[src/rtl/yonga_can_rx_deserializer_if.sv]
// yonga_can_rx_deserializer_if
//   Bundle of the CAN RX deserializer's control inputs and received-frame /
//   status outputs.
//   master : used by the deserializer (drives o_*, reads i_*)
//   slave  : used by the consumer / register block (drives i_*, reads o_*)
//   i_enable        receiver enable; low aborts any frame silently
//   i_sample_pulse  one-clk strobe at the bit sample point
//   i_rx            can_rx level (1 = recessive)
//   i_frame_ack     consumer accepts the held frame
//   o_frame_valid   received frame held on outputs until acknowledged
//   o_msg_id        {2'b0, SID[10:0], IDE, EID[17:0]}
//   o_msg_cfg       {27'b0, RTR, DLC[3:0]}
//   o_data1/2       data bytes 0..3 / 4..7, lowest byte in [7:0]
//   o_err_valid     one-clk error pulse
//   o_err_code      last error: 001 stuff, 010 form, 011 crc, 100 overrun
//   o_busy          frame reception in progress
interface yonga_can_rx_deserializer_if;
    logic        i_enable;
    logic        i_sample_pulse;
    logic        i_rx;
    logic        i_frame_ack;
    logic        o_frame_valid;
    logic [31:0] o_msg_id;
    logic [31:0] o_msg_cfg;
    logic [31:0] o_data1;
    logic [31:0] o_data2;
    logic        o_err_valid;
    logic [2:0]  o_err_code;
    logic        o_busy;

    modport master (
        input  i_enable, i_sample_pulse, i_rx, i_frame_ack,
        output o_frame_valid, o_msg_id, o_msg_cfg, o_data1, o_data2,
               o_err_valid, o_err_code, o_busy
    );

    modport slave (
        output i_enable, i_sample_pulse, i_rx, i_frame_ack,
        input  o_frame_valid, o_msg_id, o_msg_cfg, o_data1, o_data2,
               o_err_valid, o_err_code, o_busy
    );
endinterface

[src/rtl/yonga_can_rx_deserializer.sv]
// yonga_can_rx_deserializer
//   CAN receive path. Samples can_rx on the sample strobe, waits for bus idle,
//   detects SOF, destuffs, parses standard/extended data and remote frames,
//   checks CRC-15 and frame form, and presents the frame in the TX register
//   layout (MSG_ID / MSG_CFG / DATA1 / DATA2).
//   clk  clock
//   rst  synchronous active-high reset
//   bus  yonga_can_rx_deserializer_if.master (enable, sample strobe, rx level,
//        frame ack in; frame registers, valid, error pulse/code, busy out)
module yonga_can_rx_deserializer #(
    parameter int unsigned BITS          = 32,
    parameter int unsigned BUS_IDLE_BITS = 11
) (
    input logic                         clk,
    input logic                         rst,
    yonga_can_rx_deserializer_if.master bus
);
    localparam int unsigned IDLE_W      = $clog2(BUS_IDLE_BITS + 1);
    localparam logic [14:0] CRC_POLY    = 15'h4599;
    localparam logic [2:0]  ERR_STUFF   = 3'b001;
    localparam logic [2:0]  ERR_FORM    = 3'b010;
    localparam logic [2:0]  ERR_CRC     = 3'b011;
    localparam logic [2:0]  ERR_OVERRUN = 3'b100;

    typedef enum logic [3:0] {
        WAIT_IDLE, IDLE, ID_A, BIT12, IDE, ID_B, RTR_EXT, RSV, DLC, DATA,
        CRC, CRC_DEL, ACK_SLOT, ACK_DEL, EOF
    } state_t;

    state_t            state, state_n;
    logic [IDLE_W-1:0] idle_cnt, idle_cnt_n;
    logic [5:0]        bit_cnt, bit_cnt_n;
    logic [2:0]        run_cnt, run_cnt_n;
    logic              run_val, run_val_n;
    logic [14:0]       crc_calc, crc_calc_n;
    logic [14:0]       crc_recv, crc_recv_n;
    logic [10:0]       sid, sid_n;
    logic [17:0]       eid, eid_n;
    logic              ide_flag, ide_flag_n;
    logic              rtr_flag, rtr_flag_n;
    logic [3:0]        dlc_val, dlc_val_n;
    logic [63:0]       data_bits, data_bits_n;

    logic              frame_valid, frame_valid_n;
    logic [BITS-1:0]   msg_id, msg_id_n;
    logic [BITS-1:0]   msg_cfg, msg_cfg_n;
    logic [BITS-1:0]   data1, data1_n;
    logic [BITS-1:0]   data2, data2_n;
    logic              err_valid, err_valid_n;
    logic [2:0]        err_code, err_code_n;
    logic              busy, busy_n;

    logic              is_stuff;
    logic              stuff_err;
    logic              err_hit;
    logic [2:0]        err_sel;
    logic              frame_done;
    logic [3:0]        dlc_full;
    logic [3:0]        data_len;
    logic [6:0]        data_last;
    logic [5:0]        data_idx;

    function automatic logic [14:0] crc_step(input logic [14:0] c, input logic b);
        logic fb;
        fb = b ^ c[14];
        return {c[13:0], 1'b0} ^ (fb ? CRC_POLY : 15'd0);
    endfunction

    always_comb begin
        data_len  = rtr_flag ? 4'd0 : ((dlc_val > 4'd8) ? 4'd8 : dlc_val);
        data_last = {data_len, 3'b000} - 7'd1;
        // MSB-first within a byte, byte n at [8n+7:8n]
        data_idx  = {bit_cnt[5:3], ~bit_cnt[2:0]};
        dlc_full  = {dlc_val[2:0], bus.i_rx};
    end

    always_comb begin
        state_n       = state;
        idle_cnt_n    = idle_cnt;
        bit_cnt_n     = bit_cnt;
        run_cnt_n     = run_cnt;
        run_val_n     = run_val;
        crc_calc_n    = crc_calc;
        crc_recv_n    = crc_recv;
        sid_n         = sid;
        eid_n         = eid;
        ide_flag_n    = ide_flag;
        rtr_flag_n    = rtr_flag;
        dlc_val_n     = dlc_val;
        data_bits_n   = data_bits;
        frame_valid_n = frame_valid & ~bus.i_frame_ack;
        msg_id_n      = msg_id;
        msg_cfg_n     = msg_cfg;
        data1_n       = data1;
        data2_n       = data2;
        err_valid_n   = 1'b0;
        err_code_n    = err_code;
        busy_n        = busy;
        is_stuff      = 1'b0;
        stuff_err     = 1'b0;
        err_hit       = 1'b0;
        err_sel       = err_code;
        frame_done    = 1'b0;

        if (!bus.i_enable) begin
            state_n    = WAIT_IDLE;
            idle_cnt_n = '0;
            busy_n     = 1'b0;
        end else if (bus.i_sample_pulse) begin
            if (state inside {ID_A, BIT12, IDE, ID_B, RTR_EXT, RSV, DLC, DATA, CRC}) begin
                if (run_cnt == 3'd5) begin
                    is_stuff  = 1'b1;
                    stuff_err = (bus.i_rx == run_val);
                    run_cnt_n = 3'd1;
                    run_val_n = bus.i_rx;
                end else if (bus.i_rx == run_val) begin
                    run_cnt_n = run_cnt + 3'd1;
                end else begin
                    run_cnt_n = 3'd1;
                    run_val_n = bus.i_rx;
                end
            end

            if (stuff_err) begin
                err_hit = 1'b1;
                err_sel = ERR_STUFF;
            end else if (!is_stuff) begin
                if (state inside {ID_A, BIT12, IDE, ID_B, RTR_EXT, RSV, DLC, DATA})
                    crc_calc_n = crc_step(crc_calc, bus.i_rx);

                case (state)
                    WAIT_IDLE: begin
                        if (!bus.i_rx) begin
                            idle_cnt_n = '0;
                        end else if (idle_cnt == IDLE_W'(BUS_IDLE_BITS - 1)) begin
                            idle_cnt_n = '0;
                            state_n    = IDLE;
                        end else begin
                            idle_cnt_n = idle_cnt + IDLE_W'(1);
                        end
                    end
                    IDLE: begin
                        if (!bus.i_rx) begin
                            state_n     = ID_A;
                            busy_n      = 1'b1;
                            bit_cnt_n   = '0;
                            run_cnt_n   = 3'd1;
                            run_val_n   = 1'b0;
                            // a dominant SOF through a zero-seeded CRC leaves it zero
                            crc_calc_n  = '0;
                            sid_n       = '0;
                            eid_n       = '0;
                            data_bits_n = '0;
                        end
                    end
                    ID_A: begin
                        sid_n = {sid[9:0], bus.i_rx};
                        if (bit_cnt == 6'd10) begin
                            bit_cnt_n = '0;
                            state_n   = BIT12;
                        end else begin
                            bit_cnt_n = bit_cnt + 6'd1;
                        end
                    end
                    BIT12: begin
                        // taken as RTR; overwritten at RTR_EXT when this was SRR
                        rtr_flag_n = bus.i_rx;
                        state_n    = IDE;
                    end
                    IDE: begin
                        ide_flag_n = bus.i_rx;
                        bit_cnt_n  = '0;
                        state_n    = bus.i_rx ? ID_B : RSV;
                    end
                    ID_B: begin
                        eid_n = {eid[16:0], bus.i_rx};
                        if (bit_cnt == 6'd17) begin
                            bit_cnt_n = '0;
                            state_n   = RTR_EXT;
                        end else begin
                            bit_cnt_n = bit_cnt + 6'd1;
                        end
                    end
                    RTR_EXT: begin
                        rtr_flag_n = bus.i_rx;
                        bit_cnt_n  = '0;
                        state_n    = RSV;
                    end
                    RSV: begin
                        if (bit_cnt == {5'd0, ide_flag}) begin
                            bit_cnt_n = '0;
                            state_n   = DLC;
                        end else begin
                            bit_cnt_n = bit_cnt + 6'd1;
                        end
                    end
                    DLC: begin
                        dlc_val_n = dlc_full;
                        if (bit_cnt == 6'd3) begin
                            bit_cnt_n = '0;
                            state_n   = (rtr_flag || dlc_full == 4'd0) ? CRC : DATA;
                        end else begin
                            bit_cnt_n = bit_cnt + 6'd1;
                        end
                    end
                    DATA: begin
                        data_bits_n[data_idx] = bus.i_rx;
                        if ({1'b0, bit_cnt} == data_last) begin
                            bit_cnt_n = '0;
                            state_n   = CRC;
                        end else begin
                            bit_cnt_n = bit_cnt + 6'd1;
                        end
                    end
                    CRC: begin
                        crc_recv_n = {crc_recv[13:0], bus.i_rx};
                        if (bit_cnt == 6'd14) begin
                            bit_cnt_n = '0;
                            state_n   = CRC_DEL;
                        end else begin
                            bit_cnt_n = bit_cnt + 6'd1;
                        end
                    end
                    CRC_DEL: begin
                        if (crc_recv != crc_calc) begin
                            err_hit = 1'b1;
                            err_sel = ERR_CRC;
                        end else if (!bus.i_rx) begin
                            err_hit = 1'b1;
                            err_sel = ERR_FORM;
                        end else begin
                            state_n = ACK_SLOT;
                        end
                    end
                    ACK_SLOT: state_n = ACK_DEL;
                    ACK_DEL: begin
                        if (!bus.i_rx) begin
                            err_hit = 1'b1;
                            err_sel = ERR_FORM;
                        end else begin
                            bit_cnt_n = '0;
                            state_n   = EOF;
                        end
                    end
                    EOF: begin
                        if (!bus.i_rx) begin
                            err_hit = 1'b1;
                            err_sel = ERR_FORM;
                        end else if (bit_cnt == 6'd6) begin
                            frame_done = 1'b1;
                        end else begin
                            bit_cnt_n = bit_cnt + 6'd1;
                        end
                    end
                    default: state_n = WAIT_IDLE;
                endcase
            end

            if (err_hit) begin
                err_valid_n = 1'b1;
                err_code_n  = err_sel;
                busy_n      = 1'b0;
                state_n     = WAIT_IDLE;
                idle_cnt_n  = '0;
            end else if (frame_done) begin
                busy_n     = 1'b0;
                state_n    = WAIT_IDLE;
                idle_cnt_n = '0;
                if (frame_valid && !bus.i_frame_ack) begin
                    err_valid_n = 1'b1;
                    err_code_n  = ERR_OVERRUN;
                end else begin
                    frame_valid_n = 1'b1;
                    msg_id_n      = BITS'({2'b00, sid, ide_flag, ide_flag ? eid : 18'd0});
                    msg_cfg_n     = BITS'({rtr_flag, dlc_val});
                    data1_n       = BITS'(data_bits[31:0]);
                    data2_n       = BITS'(data_bits[63:32]);
                end
            end
        end
    end

    always_ff @(posedge clk) begin
        if (rst) begin
            state       <= WAIT_IDLE;
            idle_cnt    <= '0;
            bit_cnt     <= '0;
            run_cnt     <= '0;
            run_val     <= 1'b0;
            crc_calc    <= '0;
            crc_recv    <= '0;
            sid         <= '0;
            eid         <= '0;
            ide_flag    <= 1'b0;
            rtr_flag    <= 1'b0;
            dlc_val     <= '0;
            data_bits   <= '0;
            frame_valid <= 1'b0;
            msg_id      <= '0;
            msg_cfg     <= '0;
            data1       <= '0;
            data2       <= '0;
            err_valid   <= 1'b0;
            err_code    <= '0;
            busy        <= 1'b0;
        end else begin
            state       <= state_n;
            idle_cnt    <= idle_cnt_n;
            bit_cnt     <= bit_cnt_n;
            run_cnt     <= run_cnt_n;
            run_val     <= run_val_n;
            crc_calc    <= crc_calc_n;
            crc_recv    <= crc_recv_n;
            sid         <= sid_n;
            eid         <= eid_n;
            ide_flag    <= ide_flag_n;
            rtr_flag    <= rtr_flag_n;
            dlc_val     <= dlc_val_n;
            data_bits   <= data_bits_n;
            frame_valid <= frame_valid_n;
            msg_id      <= msg_id_n;
            msg_cfg     <= msg_cfg_n;
            data1       <= data1_n;
            data2       <= data2_n;
            err_valid   <= err_valid_n;
            err_code    <= err_code_n;
            busy        <= busy_n;
        end
    end

    assign bus.o_frame_valid = frame_valid;
    assign bus.o_msg_id      = msg_id;
    assign bus.o_msg_cfg     = msg_cfg;
    assign bus.o_data1       = data1;
    assign bus.o_data2       = data2;
    assign bus.o_err_valid   = err_valid;
    assign bus.o_err_code    = err_code;
    assign bus.o_busy        = busy;
endmodule
[src/flat_wrapper.sv]
// flat-port wrapper written by rule: the top's interface ports become plain ports
module yonga_can_rx_deserializer_flat 
#(
    parameter int unsigned BITS          = 32,
    parameter int unsigned BUS_IDLE_BITS = 11
)
  (clk, rst, bus_i_enable, bus_i_sample_pulse, bus_i_rx, bus_i_frame_ack, bus_o_frame_valid, bus_o_msg_id, bus_o_msg_cfg, bus_o_data1, bus_o_data2, bus_o_err_valid, bus_o_err_code, bus_o_busy);
  yonga_can_rx_deserializer_if bus_i ();
  input logic clk;
  input logic rst;
  input wire logic [$bits(bus_i.i_enable)-1:0] bus_i_enable;
  input wire logic [$bits(bus_i.i_sample_pulse)-1:0] bus_i_sample_pulse;
  input wire logic [$bits(bus_i.i_rx)-1:0] bus_i_rx;
  input wire logic [$bits(bus_i.i_frame_ack)-1:0] bus_i_frame_ack;
  output wire logic [$bits(bus_i.o_frame_valid)-1:0] bus_o_frame_valid;
  output wire logic [$bits(bus_i.o_msg_id)-1:0] bus_o_msg_id;
  output wire logic [$bits(bus_i.o_msg_cfg)-1:0] bus_o_msg_cfg;
  output wire logic [$bits(bus_i.o_data1)-1:0] bus_o_data1;
  output wire logic [$bits(bus_i.o_data2)-1:0] bus_o_data2;
  output wire logic [$bits(bus_i.o_err_valid)-1:0] bus_o_err_valid;
  output wire logic [$bits(bus_i.o_err_code)-1:0] bus_o_err_code;
  output wire logic [$bits(bus_i.o_busy)-1:0] bus_o_busy;
  assign bus_i.i_enable = bus_i_enable;
  assign bus_i.i_sample_pulse = bus_i_sample_pulse;
  assign bus_i.i_rx = bus_i_rx;
  assign bus_i.i_frame_ack = bus_i_frame_ack;
  assign bus_o_frame_valid = bus_i.o_frame_valid;
  assign bus_o_msg_id = bus_i.o_msg_id;
  assign bus_o_msg_cfg = bus_i.o_msg_cfg;
  assign bus_o_data1 = bus_i.o_data1;
  assign bus_o_data2 = bus_i.o_data2;
  assign bus_o_err_valid = bus_i.o_err_valid;
  assign bus_o_err_code = bus_i.o_err_code;
  assign bus_o_busy = bus_i.o_busy;
  yonga_can_rx_deserializer #(.BITS(BITS), .BUS_IDLE_BITS(BUS_IDLE_BITS)) u_core (.clk(clk), .rst(rst), .bus(bus_i));
endmodule
[config.mk]
export PLATFORM = sky130hd
export DESIGN_NAME = yonga_can_rx_deserializer_flat
export DESIGN_NICKNAME = d
export VERILOG_FILES = /design/src/rtl/yonga_can_rx_deserializer_if.sv /design/src/rtl/yonga_can_rx_deserializer.sv /design/src/flat_wrapper.sv
export SDC_FILE = /design/constraint.sdc
export NUM_CORES = 1
export LEC_CHECK = 0
export BUFFER_PORTS_ARGS = -buffer_cell sky130_fd_sc_hd__buf_4
export CAP_MARGIN = 20
export CORE_UTILIZATION = 55
export CTS_BUF_LIST = sky130_fd_sc_hd__clkbuf_8
export DETAILED_ROUTE_END_ITERATION = 16
export PLACE_DENSITY_LB_ADDON = 0.15
export SYNTH_ARGS = -nofsm -noshare
export SYNTH_HDL_FRONTEND = slang
export SYNTH_SLANG_ARGS = --single-unit
[constraint.sdc]
create_clock -name clk -period 2.8 [get_ports clk]
set_input_delay 0 -clock clk [delete_from_list [all_inputs] [get_ports clk]]
set_output_delay 0 -clock clk [all_outputs]
set_load 0.02 [all_outputs]
Yosys cells after proc, flatten, opt, wreduce, memory -nomap -nowiden. Cells that the tools add are included.

Add/subtract/negate cells: 4. Magnitude comparators: 3. Equality and inequality tests: 47. Muxes and demuxes: 111. Bitwise operators: 11. Reduce and logical (&&, ||, !) cells: 36.

Operator list (count): one-hot mux 64 bit (2 select lines) (1); 2-to-1 mux 4 bit (25); bitwise mux 64 bit (1); 2-to-1 mux 64 bit (1); 2-to-1 mux 15 bit (4); 2-to-1 mux 6 bit (10); one-hot mux 4 bit (15 select lines) (1); one-hot mux 6 bit (10 select lines) (1); 2-to-1 mux 1 bit (43); 2-to-1 mux 3 bit (14); 2-to-1 mux 18 bit (2); one-hot mux 18 bit (2 select lines) (1); equality test 4 bit, second input constant (8); != test 4 bit, second input constant (8); AND reduction 5 bit (6); AND reduction 6 bit (4); one-hot mux 11 bit (2 select lines) (1); equality test 4 x 3 -> 1 bit, second input constant (4); != test 4 x 2 -> 1 bit, second input constant (4); AND reduction 16 bit (1); != test 15 bit (1); XOR 15 bit (1); equality test 6 x 4 -> 1 bit, second input constant (2); 2-to-1 mux 11 bit (1); other kinds (42) (67).

Register bits: 252. Bits of input ports: 6. Output and inout port bits: 134. Word-level logic and storage cells: 233.

Logic depth before layout (Yosys ltp). Gate-level depths: netlist (run 1).

Depth after elaboration: 13. Mapped depth: 11.

Worst setup path after synthesis (run 1). OpenSTA, ideal clock, no wires.

Kind: flip-flop to flip-flop. Start: register u_core.dlc_val[0]. End: register u_core.state[2]. Setup time: 0.072 ns. Data arrival time: 2.276 ns. Required time: 2.728 ns. Slack: 0.452 ns. Stages on the path, launching flop included: 10. Period minus slack after synthesis: 2.348 ns. Cells stage by stage: dfxtp_1 -> clkbuf_1 -> nand2_1 -> ha_1 -> xor2_1 -> nand4b_1 -> o41ai_2 -> nand3_4 -> nor3b_4 -> mux2i_1.

Longest elaborated chain between the ends: 7.

Ends and longest elaborated chain: from (decl) (line yonga_can_rx_deserializer.sv:41) `logic [3:0] dlc_val, dlc_val_n;`; from (signal assigned) (line yonga_can_rx_deserializer.sv:318) `dlc_val <= dlc_val_n;`; > comparator 4 bit (line yonga_can_rx_deserializer.sv:70) `data_len = rtr_flag ? 4'd0 : ((dlc_val > 4'd8) ? 4'd8 : dlc_val);`; 2-to-1 mux 4 bit (*) (2 in a row) (line yonga_can_rx_deserializer.sv:70); subtractor 7 x 1 -> 7 bit (*) (line yonga_can_rx_deserializer.sv:71) `data_last = {data_len, 3'b000} - 7'd1;`; equality test 6 x 7 -> 1 bit (*) (line yonga_can_rx_deserializer.sv:208) `if ({1'b0, bit_cnt} == data_last) begin`; != test 4 bit (no source line) (*); AND reduction 16 bit (no source line) (*); to (signal assigned) (line yonga_can_rx_deserializer.sv:307) `state <= state_n;`; to (decl) (line yonga_can_rx_deserializer.sv:30) `state_t state, state_n;`.

Every way passes the cells marked *; elsewhere a longest branch is shown, timed or not. A chain may end at the register's enable or synchronous reset.

Worst setup path in the final report (run 1).
Start: register u_core.rtr_flag. End: register u_core.state[1].

Longest elaborated chain between the ends: 8. Elaborated cells on any way between the ends: 13. Classes of those cells: add/sub (1); eq/ne (2); mux (8); reduce/logical (2).

Ends and longest elaborated chain: from (decl) (line yonga_can_rx_deserializer.sv:40) `logic rtr_flag, rtr_flag_n;`; from (signal assigned) (line yonga_can_rx_deserializer.sv:317) `rtr_flag <= rtr_flag_n;`; branches (longest 8 deep; another with subtractor 7 x 1 -> 7 bit).

Several ways; the timed one is not identified. The select of a mux whose other input is x is not followed.

==> results.tsv, run 1 <==
stage	metric	value	unit
finish	final_util	0.660	
timing	timing.slew.headroom	0.402	
floorplan	initial_core_util	0.564	
cts	clock_path_buffers	3	
setup_path	path_cells	nor2_1 -> nand2_1 -> ha_1 -> xor2_1 -> nand4b_1 -> o41ai_4 -> nand3_4 -> nor3b_4 -> mux2i_1	
grt	grt_use_total	0.256	
cts	cts_tree	yes	
route	postRouteWirelength	26.5	mm
route	ant_nets	0	
power	power_density	536	mW/mm²
min_path	hp-class	in -> reg	
setup_path	end_kind	register	
grt	grt.busiest_layer	met2	
cts	numCtsBuffers	42	
route	post_drt_via_cell_ratio	5.54	
grt	grtUsageMet1	0.365	
floorplan	dieArea	0.0206	mm²
timing	tns	0	ns
grt	grt_max_degree	196	
run	maxCapViolations	0	
timing	layout_min_cycle_time	2.48	ns
synthesis	ys_warn_count	0	
route	wl_per_cell	14.9	µm
timing	finalSetupViolCount	0	
cts	cts_sinks	252	
cts	cts_root_buf	clkbuf_8	
cts	htreeDepth	2	
setup_path	path_max_fanout	8	
finish	nets	1495	
floorplan	chipHeight	144	µm
synthesis	syn_avg_cell_area	7.90	µm²
synthesis	netlist_top_cells_count	nand2_1, a21oi_1, dfxtp_1	
synthesis	netlist-cell-type-count	67	
finish	drive_above_1_share	0.156	
synthesis	synth_top_area_share	0.458	
timing	rsz0062_at_grt	no	
synthesis	ys_ff_latch	252	
synthesis	ys_seq_area_frac	0.458	
grt	use_met2	0.393	
cts	clkTransAtPathRegs	0.07	ns
setup_path	cp_slowest_cell	o41ai_4	
synthesis	ys_top_cells_by_area	dfxtp_1, a21oi_1, nand2_1, o21ai_0, mux2i_1	
timing	max_freq	0.403	GHz
route	drc	0	
timing	hold_slack	0.288	ns
floorplan	core_area	0.0195	mm²
timing	slew_violations	0	
timing	hold_violations	0	
grt	first_global_vias	8868	
finish	diodes	0	
cts	clock_latency	0.53	ns
placement	port_buffers	110	
grt	antenna_found_initial	0	
synthesis	synthesis.area	0.0110	mm²
setup_path	startpoint_type	register	
grt	grt_pass1_wl	43.0	mm
synthesis	synth_top_area_cell	dfxtp_1	
placement	dp_hpwl	16.1	mm
synthesis	ys.flop_type	dfxtp_1	
floorplan	design.portCount	140	
finish	fill_cells	1689	
setup_path	path_class	reg -> reg	
timing	finClkSkew	0.0109	ns
setup_path	crit_arrival	2.95	ns
synthesis	synth-edff-count	0	
timing	fin_crit_sh	0.886	
route	vias	9825	
synthesis	ys_async_sr_fraction	0	
timing	tightest_slew	0.897	ns
placement	gp_congestion	0.857	
synthesis	synth_cells	1395	
floorplan	die_w	144	µm
setup_path	required	3.26	ns
power	p_leak	4.80	nW
finish	areaGrowthSynthToFinish	17.0	%
synthesis	synth_most_common_cell	nand2_1	
power	ir_drop	0.448	mV
grt	gr-usage-met3	0.0447	
grt	grt-ovfl-total	0	
setup_path	slowest_delay	0.50	ns
floorplan	std_cell_rows	51	
route	first_pass_iters	5	
status	status	completed	
route	drtIter0Drc	785	
-- cell families (layout without fill, tap and decap cells) --
family | count (synthesis) | in the layout | synth area share
adders and majority gates | 8 | 8 | 0.00909
AOI/OAI and AO/OA | 402 | 402 | 0.196
and+or+nand+nor | 508 | 508 | 0.210
xor gates and xnor gates | 30 | 30 | 0.0239
other | 1 | 29 | 0.000340
DFF | 252 | 252 | 0.458
muxes | 38 | 38 | 0.0346
buffers and inverters | 156 | 243 | 0.0677
-- path summary, 6_finish.rpt --
kind,depth (start not counted),to,slack [ns],from
max,9,u_core.state[1],0.32,u_core.rtr_flag
min,4,u_core.bus.o_busy,0.29,bus_i_sample_pulse
max reg2reg,9,u_core.state[1],0.32,u_core.rtr_flag
min reg2reg,2,u_core.bus.o_msg_id[6],0.45,u_core.bus.o_msg_id[6]
-- sequential cells by signal, summed over array words and instances, names as in the netlist, 3 cells and up --
register and flops:
u_core.bus.o_data2 32, u_core.bus.o_err_code 3, u_core.idle_cnt 4, u_core.crc_recv 15, u_core.eid 18, u_core.run_cnt 3, u_core.state 4, u_core.crc_calc 15
u_core.bus.o_data1 32, u_core.data_bits 64, u_core.dlc_val 4, u_core.bit_cnt 6, u_core.bus.o_msg_cfg 5, u_core.bus.o_msg_id 30, u_core.sid 11
-- stage by stage --
stage	instances	setup slack [ns]	total power (W)	cell area [µm²]
floorplan	1423	0.452	0.00381	11100
global placement	1697	0.331	0.00381	12000
detailed placement	1697	0.266	0.00381	12000
CTS	1775	0.251	0.00695	12900
global route	1775	0.0769	0.00714	12900
finish	1775	0.320	0.00691	12900
-- layer usage --
| metal | vias up | routed length (µm) |
|---|---|---|
| li1 | 4879 | - |
| met1 | 4584 | 12400 |
| met2 | 318 | 11800 |
| met3 | 44 | 1810 |
| met4 | 0 | 466 |
| met5 | - | 0 |
-- repair_timing --
action	4_1_cts	5_1_grt
hold buffers	5	0
gates resized for setup	0	1
setup buffers	0	0
endpoints found under the hold margin	42	0
setup endpoints to repair	0	3
-- cells in the final DEF (no fill, tap or decap), drive strengths merged, types with 3 or more instances in the layout --
cell / count
nand2: 300
a21oi: 278
dfxtp: 252
buf: 152
o21ai: 82
nor2: 61
nand3: 58
clkbuf: 55
mux2i: 37
conb: 29
inv: 28
xnor2: 27
nor3: 17
nand4: 9
nand2b: 8
ha: 8
nor2b: 8
and3: 7
a31oi: 6
o211ai: 6
nor4: 6
dlygate4sd3: 5
a211oi: 5
nor3b: 5
and2: 4
or4: 4
or3: 4
xor2: 3
nand3b: 3
nand4b: 3
and3b: 3
clkinv: 3
or2: 3
-- cell type report --
class / count / area, µm² / share of cell area
well taps: 265 / 332 / 0.0257
multi-input cells: 1015 / 5380 / 0.417
clock buffers: 55 / 757 / 0.0587
inverters: 13 / 48.8 / 0.00379
clock inverters: 18 / 71.3 / 0.00553
repair buffers: 157 / 1260 / 0.0976
flip-flops and latches: 252 / 5040 / 0.391
-- critical path, delay by kind of cell, from the launching register on --
| kind | cells | cell delay (ns) |
|---|---|---|
| muxes | 1 | 0.21 |
| xor gates and xnor gates | 1 | 0.13 |
| adders and majority gates | 1 | 0.33 |
| and+or+nand+nor | 5 | 0.88 |
| DFF | 1 | 0.37 |
| AOI/OAI and AO/OA | 1 | 0.50 |
-- report_power, final --
group	internal [W]	switching [W]
Clock	0.00174	0.00143
Combinational	0.0000260	0.000123
Sequential	0.00359	0.000000769
(Power assumes the default switching activity.)
==> run 2: changes to the inputs <==
- BUFFER_PORTS_ARGS: -buffer_cell sky130_fd_sc_hd__buf_4 -> -buffer_cell sky130_fd_sc_hd__buf_2
==> results.tsv, run 2 (synthesis results as in run 1) <==
stage	metric	value	unit	change
timing	rsz0062_at_grt	no		
timing	hold_slack	0.315	ns	+0.0274 ns
route	wl_per_cell	14.6	µm	-2.2%
grt	grt.busiest_layer	met2		
floorplan	dieArea	0.0206	mm²	unchanged
grt	antenna_found_initial	0		unchanged
floorplan	design.portCount	140		unchanged
finish	largest_reg_flops	64		unchanged
setup_path	path_cells	nor2_1 -> nand2_1 -> ha_1 -> xor2_1 -> nand4b_1 -> o41ai_2 -> nand3_4 -> nor3b_4 -> mux2i_1		
timing	finalSetupViolCount	0		unchanged
setup_path	required	3.27	ns	about the same
grt	grt_use_total	0.253		-0.00273
floorplan	std_cell_rows	51		unchanged
grt	grt-ovfl-total	0		unchanged
finish	areaGrowthSynthToFinish	14.8	%	
min_path	hp-class	in -> reg		
finish	diodes	0		unchanged
placement	gp_congestion	0.843		-1.7%
route	first_pass_iters	5		unchanged
floorplan	die_w	144	µm	unchanged
timing	slew_violations	0		unchanged
timing	max_freq	0.389	GHz	-3.5%
placement	dp_cells	1702		+0.29%
cts	clock_path_buffers	3		unchanged
finish	max_flop_register	u_core.data_bits		
power	p_leak	4.83	nW	+0.71%
route	drtIter0Drc	679		-14%
cts	htreeDepth	2		unchanged
finish	drive_above_1_share	0.161		+0.00500
floorplan	core_area	0.0195	mm²	unchanged
placement	dpl_worst_slack	0.270	ns	+0.00455 ns
setup_path	crit_family	simple AND/OR/NAND/NOR gates		
cts	cts_root_buf	clkbuf_8		
route	postRouteWirelength	26.0	mm	-1.7%
cts	post_cts_buffers	0		unchanged
setup_path	cp_num_buf_inv	0		unchanged
setup_path	end_kind	register		
setup_path	path_max_fanout	8		unchanged
timing	tightest_slew	0.797	ns	-0.101 ns
cts	numCtsBuffers	42		unchanged
grt	grtUsageMet1	0.365		about the same
placement	port_buffers	110		unchanged
finish	mostFrequentLayoutCells	nand2_1, a21oi_1, dfxtp_1		
route	drc	0		unchanged
finish	nets	1500		+0.33%
grt	grt_pass1_wl	42.9	mm	-0.39%
timing	hold_violations	0		unchanged
setup_path	startpoint_type	register		
timing	timing.slew.headroom	0.469		+0.0672
route	post_drt_via_cell_ratio	5.50		-0.72%
power	power_density	552	mW/mm²	+2.9%
route	vias	9804		-0.21%
status	status	completed		
setup_path	cp_slowest_cell	o41ai_2		
timing	finClkSkew	0.0165	ns	+0.00559 ns
cts	clkTransAtPathRegs	0.07	ns	about the same
timing	fin_crit_sh	0.918		+0.0324
placement	dp_hpwl	16.1	mm	about the same
grt	grt_max_degree	188		-4.1%
setup_path	slowest_delay	0.62	ns	+0.12 ns
timing	tns	0	ns	unchanged
setup_path	path_class	reg -> reg		
floorplan	chipHeight	144	µm	unchanged
floorplan	initial_core_util	0.564		unchanged
cts	cts_sinks	252		unchanged
timing	layout_min_cycle_time	2.57	ns	+0.0908 ns
timing	layout_setup_ws	0.229	ns	-0.0908 ns
setup_path	crit_arrival	3.04	ns	+0.09 ns
power	p_total	0.00697	W	+0.92%
finish	finalNonFillerCells	1784		+0.51%
grt	first_global_vias	8779		-1.0%
route	ant_nets	0		unchanged
grt	gr-usage-met3	0.0423		-0.00233
power	ir_drop	0.337	mV	-25%
cts	clock_latency	0.54	ns	about the same
run	maxCapViolations	0		unchanged
cts	cts_tree	yes		
grt	use_met2	0.388		-0.00537
finish	final_common_cell	nand2_1		
==> run 2: cell types whose count changed in the layout (fill, tap and decap cells not counted), sizes merged <==
cell / previous run / this run
clkinvlp: 0 / 2
buf: 152 / 157
clkinv: 3 / 7
clkbuf: 55 / 52
bufinv: 0 / 1
==> run 2: worst paths after layout <==
path / slack (ns) / startpoint / endpoint / cells after the start
hold reg to reg: 0.44 / u_core.bus.o_msg_id[13] / u_core.bus.o_msg_id[13] / 2
hold / removal: 0.32 / bus_i_sample_pulse / u_core.bus.o_busy / 4
setup reg to reg: 0.23 / u_core.rtr_flag / u_core.state[1] / 9
setup / recovery: 0.23 / u_core.rtr_flag / u_core.state[1] / 9
==> run 2: stage by stage <==
step,cell area (µm²),utilization
global placement,11700,0.601
finish,12600,0.647
detailed placement,11700,0.601
global route,12600,0.647
CTS,12600,0.647
floorplan,11100,-
==> run 2: worst min-delay path, stage by stage <==
cell,delay [ns]
dlygate4sd3_1,0.52
buf_2,0.15
a21oi_1,0.07
nor2_1,0.07
==> run 2: timing repair <==
action	4_1_cts	5_1_grt
gates resized for setup	0	0
endpoints found under the hold margin	47	0
hold buffers	5	0
==> run 2: power breakdown <==
part	internal, W	switching, W
registers	0.00359	0.000000714
logic	0.0000252	0.000122
clock network	0.00177	0.00147
total	0.00539	0.00159
==> run 2: cell type report <==
| type | instances | area [µm²] |
|---|---|---|
| Clock inverter | 25 | 136 |
| Fill cell | 1768 | 6890 |
| Inverter | 13 | 48.8 |
| Clock buffer | 52 | 716 |
| Sequential cell | 252 | 5040 |
| Tap cell | 265 | 332 |
| Multi-Input combinational cell | 1015 | 5370 |
| Timing Repair Buffer | 162 | 997 |
==> run 2: routing by layer <==
metal	up-vias	wire length, µm	part of all wire
li1	4902	-	-
met1	4586	12600	0.48
met5	-	0	0
met3	31	1440	0.055
met4	0	336	0.013
met2	285	11600	0.45
==> run 3: changes to the inputs <==
--- a/config.mk
+++ b/config.mk
@@ -8,3 +8,3 @@
 export BUFFER_PORTS_ARGS = -buffer_cell sky130_fd_sc_hd__buf_2
-export CAP_MARGIN = 20
+export CAP_MARGIN = 10
 export CORE_UTILIZATION = 55
@@ -13,2 +13,3 @@
 export PLACE_DENSITY_LB_ADDON = 0.15
+export SKIP_CTS_REPAIR_TIMING = 1
 export SYNTH_ARGS = -nofsm -noshare
==> constraint.sdc (replaced) <==
create_clock -name clk -period 2.8 [get_ports clk]
set_input_delay 0.28 -clock clk [delete_from_list [all_inputs] [get_ports clk]]
set_output_delay 0.28 -clock clk [all_outputs]
set_load 0.02 [all_outputs]
==> results.tsv, run 3 (synthesis results as in run 1) <==
stage	metric	value	unit	change
floorplan	std_cell_rows	51		unchanged
timing	finalSetupViolCount	0		unchanged
timing	timing.slew.headroom	0.387		-0.0823
route	ant_nets	0		unchanged
timing	hold_violations	0		unchanged
floorplan	core_area	0.0195	mm²	unchanged
timing	slew_violations	0		unchanged
setup_path	cp_slowest_cell	o41ai_2		
setup_path	path_class	reg -> reg		
floorplan	die_w	144	µm	unchanged
cts	clock_path_buffers	3		unchanged
route	vias	9741		-0.64%
finish	mostFrequentLayoutCells	nand2_1, a21oi_1, dfxtp_1		
placement	port_buffers	110		unchanged
timing	layout_min_cycle_time	2.58	ns	+0.00501 ns
finish	nets	1494		-0.40%
timing	fin_crit_sh	0.920		+0.00179
setup_path	slowest_delay	0.59	ns	-0.03 ns
timing	rsz0062_at_grt	no		
power	p_leak	4.77	nW	-1.2%
finish	max_flop_register	u_core.data_bits		
route	postRouteWirelength	25.7	mm	-1.0%
setup_path	crit_family	simple AND/OR/NAND/NOR gates		
grt	grt-ovfl-total	0		unchanged
floorplan	initial_core_util	0.564		unchanged
finish	finalNonFillerCells	1771		-0.73%
cts	cts_tree	yes		
finish	diodes	0		unchanged
run	maxCapViolations	0		unchanged
cts	cts_sinks	252		unchanged
timing	tns	0	ns	unchanged
cts	numCtsBuffers	40		-4.8%
floorplan	chipHeight	144	µm	unchanged
cts	clock_latency	0.54	ns	about the same
grt	first_global_vias	8616		-1.9%
setup_path	crit_arrival	3.03	ns	about the same
setup_path	path_cells	nor2_1 -> nand2_1 -> ha_1 -> xor2_1 -> nand4b_1 -> o41ai_2 -> nand3_4 -> nor3b_4 -> mux2i_1		
grt	grt_max_degree	195		+3.7%
timing	tightest_slew	0.920	ns	+0.124 ns
finish	fill_cells	1831		+3.6%
floorplan	design.portCount	140		unchanged
finish	drive_above_1_share	0.158		-0.00326
placement	gp_congestion	0.850		+0.83%
placement	dp_hpwl	16.1	mm	about the same
setup_path	required	3.26	ns	about the same
finish	final_common_cell	nand2_1		
route	wl_per_cell	14.5	µm	-0.28%
grt	use_met2	0.383		-0.00485
finish	fin_area	0.0125	mm²	-0.82%
setup_path	cp_num_buf_inv	0		unchanged
setup_path	end_kind	register		
route	post_drt_via_cell_ratio	5.50		about the same
finish	areaGrowthSynthToFinish	13.8	%	
cts	clkTransAtPathRegs	0.06	ns	about the same
cts	cts_root_buf	clkbuf_8		
placement	dp_cells	1703		+0.059%
grt	grt.busiest_layer	met2		
finish	largest_reg_flops	64		unchanged
route	drtIter0Drc	792		+17%
grt	gr-usage-met3	0.0417		-0.000666
power	ir_drop	0.399	mV	+18%
power	power_density	535	mW/mm²	-3.0%
min_path	hp-class	in -> reg		
timing	hold_slack	0.0674	ns	-0.248 ns
timing	max_freq	0.388	GHz	-0.19%
grt	grtUsageMet1	0.353		-0.0119
cts	htreeDepth	2		unchanged
status	status	completed		
setup_path	path_max_fanout	8		unchanged
route	drc	0		unchanged
grt	grt_pass1_wl	41.9	mm	-2.3%
timing	finClkSkew	0.0152	ns	-0.00123 ns
route	first_pass_iters	5		unchanged
setup_path	startpoint_type	register		
finish	final_util	0.642		-0.00532
floorplan	dieArea	0.0206	mm²	unchanged
grt	antenna_found_initial	0		unchanged
placement	dpl_cell_area	0.0118	mm²	+0.28%
grt	grt_use_total	0.248		-0.00483
## run 3: stage by stage
stage	power, W	worst slack (ns)
2_1_floorplan	0.00381	0.452
3_3_place_gp	0.00381	0.327
3_5_place_dp	0.00381	0.256
4_1_cts	0.00678	0.227
5_1_grt	0.00694	0.0679
6_report	0.00671	0.224
## run 3: report_power, final
part / internal, W / switching, W / total [W]
sequential: 0.00359 / 0.000000712 / 0.00359
combinational: 0.0000217 / 0.000122 / 0.000143
clock: 0.00160 / 0.00138 / 0.00298
total: 0.00521 / 0.00150 / 0.00671
## run 3: routing by layer
| metal | vias up | part of all wire | routed length [µm] |
|---|---|---|---|
| met2 | 273 | 0.45 | 11700 |
| met4 | 0 | 0.017 | 444 |
| met5 | - | 0 | 0 |
| met3 | 37 | 0.053 | 1360 |
| met1 | 4541 | 0.48 | 12300 |
| li1 | 4890 | - | - |
## run 3: final timing paths
| path | start | endpoint | slack (ns) | depth (start not counted) |
|---|---|---|---|---|
| max | u_core.rtr_flag | u_core.state[1] | 0.22 | 9 |
| max reg2reg | u_core.rtr_flag | u_core.state[1] | 0.22 | 9 |
| min | bus_i_sample_pulse | u_core.bus.o_busy | 0.07 | 3 |
| min reg2reg | u_core.bus.o_msg_id[2] | u_core.bus.o_msg_id[2] | 0.44 | 2 |
## run 3: cell type report
type | instances | area [µm²] | area share
Timing Repair Buffer | 158 | 980 | 0.0781
Inverter | 13 | 48.8 | 0.00389
Clock inverter | 18 | 77.6 | 0.00619
Sequential cell | 252 | 5040 | 0.402
Multi-Input combinational cell | 1015 | 5370 | 0.428
Clock buffer | 50 | 688 | 0.0549
Tap cell | 265 | 332 | 0.0264
## run 3: worst register-to-register path, cell delays in order, from the launching register on
cell      delay (ns)
dfxtp_1         0.38
nor2_1          0.15
nand2_1         0.07
ha_1            0.31
xor2_1          0.15
nand4b_1        0.13
o41ai_2         0.59
nand3_4         0.20
nor3b_4         0.31
mux2i_1         0.23
